===== config.mk =====
export PLATFORM = sky130hd
export DESIGN_NAME = n_bit_adder
export DESIGN_NICKNAME = d
export VERILOG_FILES = /design/src/rtl/n_bit_adder_pkg.sv /design/src/rtl/n_bit_adder_full_adder.sv /design/src/rtl/n_bit_adder.sv
export SDC_FILE = /design/constraint.sdc
export NUM_CORES = 1
export LEC_CHECK = 0
export CORE_AREA = 5 5 89 58
export DETAILED_ROUTE_END_ITERATION = 12
export DIE_AREA = 0 0 94 63
export PLACE_DENSITY = 0.68
export SLEW_MARGIN = 10
export SYNTH_ARGS = -nofsm -noshare
export SYNTH_HDL_FRONTEND = slang
export SYNTH_SLANG_ARGS = --single-unit

===== constraint.sdc =====
create_clock -name clk -period 12.65 [get_ports clk]
set_input_delay 3.1625 -clock clk [delete_from_list [all_inputs] [get_ports clk]]
set_output_delay 3.1625 -clock clk [all_outputs]
set_load 0.005 [all_outputs]

===== src/rtl/n_bit_adder_pkg.sv =====
// Shared constants for the ripple-carry adder block.
package n_bit_adder_pkg;

  localparam int unsigned DEFAULT_N   = 17;
  localparam int unsigned ZERO_RESULT = 0;

endpackage


===== src/rtl/n_bit_adder_full_adder.sv =====
// One-bit full adder cell; chained by n_bit_adder to form the ripple carry.
module full_adder (
  input  logic a,
  input  logic b,
  input  logic cin,
  output logic s,
  output logic cout
);

  logic w_half;

  assign w_half = a ^ b;
  assign s      = w_half ^ cin;
  assign cout   = (a & b) | (cin & w_half);

endmodule


===== src/rtl/n_bit_adder.sv =====
// N-bit ripple-carry adder with a combinational sum and a registered result
// stage carrying sum, unsigned carry-out and signed-overflow flags.
module n_bit_adder
  import n_bit_adder_pkg::*;
#(
  parameter int N = DEFAULT_N
) (
  input  logic         clk,
  input  logic         rst,
  input  logic [N-1:0] input1,
  input  logic [N-1:0] input2,
  input  logic         in_valid,
  output logic [N-1:0] answer,
  output logic [N-1:0] sum_q,
  output logic         carry_q,
  output logic         ovf_q,
  output logic         out_valid
);

  logic [N:0]   w_carry;
  logic [N-1:0] w_sum;
  logic         w_ovf;

  logic [N-1:0] r_sum;
  logic         r_carry;
  logic         r_ovf;
  logic         r_valid;

  assign w_carry[0] = 1'b0;

  for (genvar i = 0; i < N; i++) begin : g_stage
    full_adder u_fa (
      .a    (input1[i]),
      .b    (input2[i]),
      .cin  (w_carry[i]),
      .s    (w_sum[i]),
      .cout (w_carry[i+1])
    );
  end

  // Overflow only when both addends share a sign and the result's sign differs.
  assign w_ovf  = (input1[N-1] == input2[N-1]) && (w_sum[N-1] != input1[N-1]);
  assign answer = w_sum;

  always_ff @(posedge clk) begin
    if (rst) begin
      r_sum   <= N'(ZERO_RESULT);
      r_carry <= 1'b0;
      r_ovf   <= 1'b0;
      r_valid <= 1'b0;
    end else begin
      r_valid <= in_valid;
      if (in_valid) begin
        r_sum   <= w_sum;
        r_carry <= w_carry[N];
        r_ovf   <= w_ovf;
      end
    end
  end

  assign sum_q     = r_sum;
  assign carry_q   = r_carry;
  assign ovf_q     = r_ovf;
  assign out_valid = r_valid;

endmodule


# Word level (Yosys, flattened, before mapping)
# Cells that the tools add are included.
# W data, S select, Z words.
dict set report totals {
  regBits 20
  in_bits 37
  output_inout_bits 37
}
dict set report classes {
  n_eq_ne 2
  n_bitwise 82
  reduce_logical 1
}
# op n
set op_table {}
lappend op_table {{$and A1 B1 Y1} 33}
lappend op_table {{$xor A1 B1 Y1} 33}
lappend op_table {{$or A1 B1 Y1} 16}
lappend op_table {{$eq A1 B1 Y1} 1}
lappend op_table {{$logic_and A1 B1 Y1} 1}
lappend op_table {{$ne A1 B1 Y1} 1}

# Depth between registers and ports, before layout
# Gate-level depths: netlist of the first run.
dict set report depth {
  ltp_word 34
  mapped_depth 22
}

# Modules after synthesis
# Synthesis of the first run repeated with hierarchy kept, for this count alone.
dict set report hier_totals {
  hier_cells 83
  area_unflattened_um2 1053.5
}
# mod n_inst cells_each area_per_inst_um2
set by_module_without_submodules {}
lappend by_module_without_submodules {n_bit_adder 1 66 713.2}
lappend by_module_without_submodules {full_adder 17 1 20.0}

# Worst setup path before layout of the first run
# OpenSTA, ideal clock, no wires.
dict set report synth_timing {
  kind {input to output}
  from {input port input1[0]}
  to {output port answer[16]}
  arrival_time_ns 9.523
  required_time_ns 9.488
  setup_slack_ns -0.035
  cell_stages 22
  n_path_buf 1
  path_cell_list {ha_1 > fa_1 > fa_1 > fa_1 > fa_1 > fa_1 > fa_1 > fa_1 > fa_1 > fa_1 > fa_1 > fa_1 > fa_1 > fa_1 > inv_1 > fa_1 > inv_1 > fa_1 > inv_1 > fa_1 > inv_1 > buf_4}
}
dict set report synth_between {
  elab_chain_cells 32
}
# item line
set synth_lines {}
lappend synth_lines {{start, declared} n_bit_adder.sv:10} ;# input logic [N-1:0] input1,
lappend synth_lines {{$and A1 B1 Y1 (2 in a row)} n_bit_adder_full_adder.sv:14} ;# assign cout = (a & b) | (cin & w_half);
lappend synth_lines {{$or A1 B1 Y1} n_bit_adder_full_adder.sv:14}
lappend synth_lines {{$and A1 B1 Y1} n_bit_adder_full_adder.sv:14}
lappend synth_lines {{$or A1 B1 Y1} n_bit_adder_full_adder.sv:14}
lappend synth_lines {{$and A1 B1 Y1} n_bit_adder_full_adder.sv:14}
lappend synth_lines {{$or A1 B1 Y1} n_bit_adder_full_adder.sv:14}
lappend synth_lines {{$and A1 B1 Y1} n_bit_adder_full_adder.sv:14}
lappend synth_lines {{$or A1 B1 Y1} n_bit_adder_full_adder.sv:14}
lappend synth_lines {{[... 15 more ...]} -}
lappend synth_lines {{$or A1 B1 Y1} n_bit_adder_full_adder.sv:14}
lappend synth_lines {{$and A1 B1 Y1} n_bit_adder_full_adder.sv:14}
lappend synth_lines {{$or A1 B1 Y1} n_bit_adder_full_adder.sv:14}
lappend synth_lines {{$and A1 B1 Y1} n_bit_adder_full_adder.sv:14}
lappend synth_lines {{$or A1 B1 Y1} n_bit_adder_full_adder.sv:14}
lappend synth_lines {{$and A1 B1 Y1} n_bit_adder_full_adder.sv:14}
lappend synth_lines {{$or A1 B1 Y1} n_bit_adder_full_adder.sv:14}
lappend synth_lines {{$xor A1 B1 Y1} n_bit_adder_full_adder.sv:13} ;# assign s = w_half ^ cin;
lappend synth_lines {{end, declared} n_bit_adder.sv:13} ;# output logic [N-1:0] answer,
# No other way between the ends.

# Final worst setup path of the first run
dict set report layout_timing {
  from {input port input2[0]}
  to {output port answer[16]}
}
dict set report layout_between {
  elab_chain_cells 32
}
# item line
set layout_lines {}
lappend layout_lines {{start, declared} n_bit_adder.sv:11} ;# input logic [N-1:0] input2,
lappend layout_lines {{$and A1 B1 Y1 (2 in a row)} n_bit_adder_full_adder.sv:14}
lappend layout_lines {{$or A1 B1 Y1} n_bit_adder_full_adder.sv:14}
lappend layout_lines {{$and A1 B1 Y1} n_bit_adder_full_adder.sv:14}
lappend layout_lines {{$or A1 B1 Y1} n_bit_adder_full_adder.sv:14}
lappend layout_lines {{$and A1 B1 Y1} n_bit_adder_full_adder.sv:14}
lappend layout_lines {{$or A1 B1 Y1} n_bit_adder_full_adder.sv:14}
lappend layout_lines {{$and A1 B1 Y1} n_bit_adder_full_adder.sv:14}
lappend layout_lines {{$or A1 B1 Y1} n_bit_adder_full_adder.sv:14}
lappend layout_lines {{[... 15 more ...]} -}
lappend layout_lines {{$or A1 B1 Y1} n_bit_adder_full_adder.sv:14}
lappend layout_lines {{$and A1 B1 Y1} n_bit_adder_full_adder.sv:14}
lappend layout_lines {{$or A1 B1 Y1} n_bit_adder_full_adder.sv:14}
lappend layout_lines {{$and A1 B1 Y1} n_bit_adder_full_adder.sv:14}
lappend layout_lines {{$or A1 B1 Y1} n_bit_adder_full_adder.sv:14}
lappend layout_lines {{$and A1 B1 Y1} n_bit_adder_full_adder.sv:14}
lappend layout_lines {{$or A1 B1 Y1} n_bit_adder_full_adder.sv:14}
lappend layout_lines {{$xor A1 B1 Y1} n_bit_adder_full_adder.sv:13}
# No other way between the ends.

==> results of run 1 <==
stage by stage:
step           cells  setup TNS (ns)  setup slack (ns)  power, mW  cell area, sq um
2_1_floorplan    110               0            0.0236      0.117              1230
3_3_place_gp     227           -1.96             -1.02      0.155              1900
3_5_place_dp     227           -2.35             -1.17      0.157              1900
4_1_cts          232          -0.189            -0.189      0.211              2000
5_1_grt          233               0            0.0103      0.224              2010
6_report         233               0             0.189      0.206              2010
where the power goes:
| part | switching (mW) | leakage [nW] | internal, mW | total, mW |
|---|---|---|---|---|
| sequential | 0.00313 | 0.165 | 0.0695 | 0.0726 |
| clock | 0.0211 | 0.0288 | 0.0277 | 0.0487 |
| combinational | 0.0297 | 0.614 | 0.0553 | 0.0850 |
flip-flops by register name (all words and copies together), names as in the netlist:
name,count
carry_q,1
sum_q,17
out_valid,1
ovf_q,1
synthesized netlist by cell type, drive strengths merged:
| cell | number |
|---|---|
| a211oi | 3 |
| fa | 16 |
| or3b | 1 |
| nor2b | 1 |
| buf | 20 |
| dfxtp | 20 |
| o32ai | 1 |
| mux2i | 15 |
| ha | 2 |
| nor2 | 18 |
| inv | 10 |
| xor2 | 1 |
| clkbuf | 2 |
how the worst max path moves through the flow:
stage / from / end / depth (start not counted)
floorplan: input1[0] / answer[16] / 22
global placement: input1[0] / answer[16] / 23
detailed placement: input1[0] / answer[16] / 23
CTS: input2[0] / answer[16] / 23
global route: input2[0] / answer[16] / 23
finish: input2[0] / answer[16] / 23
tightest hold or removal path, delay by kind of cell (launching register included):
family	cells	cell delay (ns)
flip-flops	1	0.31
AO/OA/AOI/OAI	1	0.05
AND/OR/NAND/NOR	1	0.08
metal layers:
layer | global-route usage [%] | vias to the layer above | part of all wire, %
li1 | - | 445 | -
met1 | 12.2 | 435 | 42
met2 | 18.4 | 49 | 46
met3 | 5.54 | 0 | 12
met4 | 0 | 0 | 0
met5 | 0 | - | 0
cell families (layout without fill, tap and decap cells):
logic type / Yosys count / count (layout)
AND/OR/NAND/NOR: 20 / 20
AO/OA/AOI/OAI: 4 / 4
adder cells (fa/ha/maj): 18 / 18
flip-flops: 20 / 20
buffers and inverters: 32 / 92
multiplexers: 15 / 15
XOR/XNOR: 1 / 1
cell type report:
cell class	instances	area, sq um
inverter	10	37.5
multi-input combinational	58	676
tap	63	78.8
sequential	20	400
timing repair buffer	78	763
clock buffer	4	55.1
fill	405	2320
what timing repair did:
action / 4_1_cts / 5_1_grt
resized for setup: 35 / 0
pin swaps: 17 / 16
buffers inserted: 1 / 1
hold endpoints to repair: 0 / 0
setup endpoints to repair: 4 / 3
==> results.txt, run 1 <==
Reg2reg path depth = 2
Top cells by area, synth = dfxtp_1, fa_1, mux2i_1
Unrepaired setup endpoints after global routing = false
Syn Nets = 165
Post-synthesis simple-gate area fraction = 6.74%
PortBufs = 73
Layout cells sized above 1 = 18.8%
Yosys top cell by area = dfxtp_1
Root Buffer = clkbuf_8
Largest net degree at the start of global routing = 25
FF-to-FF Start = ovf_q$_SDFFE_PP0P_
Crit path arrival time = 9.30 ns
Vias in the first global route = 1066
Clock slew at reported path FFs = 0.07 ns
Global-route wire length before repair = 5030 um
Synthesis-to-layout area growth = 64.1%
Top cell type's share of synthesized area = 32.7%
Yosys warnings = 0
Layout Utilization = 46.5%
CP max stage delay = 0.43 ns
GRT Total Usage = 10.5%
HP Start = sum_q[14]$_SDFFE_PP0P_
R2R Path End = ovf_q$_SDFFE_PP0P_
Register area share after synthesis = 32.7%
Required @ worst endpoint = 9.49 ns
Post-Syn Area = 1220 sq um
Crit path kind = in -> out
WL/cell = 12.7 um
Power density over the cells = 103 nW/um^2
FP Rows = 19
WHS Path Cells = 2
Core area = 4330 sq um
Post-synth cell types = 14
Compound-Gate Fraction of Synth Area = 3.17%
Final min period = 12.46 ns
Clock sink total = 20
Hold endpoint = sum_q[14]$_SDFFE_PP0P_
# hold bufs at CTS = 0
Clock Path Buffers = 2
Max-cap violations = 0
R2r setup slk = 11.95 ns
Die area = 5920 sq um
Tightest Hold Check Type = reg -> reg
WL final = 2960 um
Endpoints failing setup = 0
Detailed Place HPWL = 2470 um
CTS tree = yes
Mux cell area share after synthesis = 12.3%
Crit path cell chain = buf_6, ha_4, fa_2, fa_2, fa_2, fa_2, fa_2, fa_2, fa_2, fa_2, fa_2, fa_2, fa_2, fa_2, fa_2, inv_2, fa_2, inv_2, fa_2, inv_2, fa_1, inv_1, buf_2
# diodes = 0
I/O pin total = 74
Final Max Tran Viols = 0
Via count = 929
Synth Register Bits = 20
Capturing element type of the critical path = primary output
Main combinational cell family by area after synthesis = adder cells
Hold_ws = 0.489 ns
Leak pwr = 0.808 nW
Most frequent cells in the layout = clkdlybuf4s50_1, dfxtp_1, nor2_1
Number of H-tree levels = 1
TritonCTS Buffers = 3
Die H = 63 um
Vias/cell = 3.99
Starting density of the core = 28.3%
Routed Antenna Nets = 0
Top Family by Delay on Critical Path = adder cells
DRT Pass-1 Iters = 4
Crit path buf inv count = 6
Detailed Route Iter0 Violations = 9
Hold Fails Final Rpt = 0
CP dominant cell by count = fa_2
Mapped Cells = 110
Commonest non-fill, non-tap cell in the layout = clkdlybuf4s50_1
Fin crit share = 98.5%
Relative slew slack = 44.0%
Slowest stage cell, crit path = fa_1
Post-layout nets = 226
Synth Area in Adders = 28.2%
Post-synthesis xor/xnor area fraction = 0.715%
Gr ovfl total = 0
Die W = 94 um
Antenna violations before repair = 0
Clk_lat worst skew = 0.25 ns
GPL Wtd Cong = 0.732
Average cell area after synthesis = 11.1 sq um
# DRC = 0
Status = complete, no violations
Crit path launch type = input pin
IR drop worst, VDD = 39.9 uV
Crit path max fanout = 2
Final Skew = 0 ns
Tightest Pin Transition = 0.838 ns
Highest clock rate = 0.0802 GHz
(Power assumes the default switching activity.)
==> inputs of run 2 (changes only) <==
--- a/config.mk
+++ b/config.mk
@@ -8,6 +8,7 @@
 export CORE_AREA = 5 5 89 58
 export DETAILED_ROUTE_END_ITERATION = 12
 export DIE_AREA = 0 0 94 63
+export GPL_TIMING_DRIVEN = 1
 export PLACE_DENSITY = 0.68
 export SLEW_MARGIN = 10
 export SYNTH_ARGS = -nofsm -noshare
==> results of run 2 <==
Same layout as run 1: the final DEF is identical, and so are final timing and power.
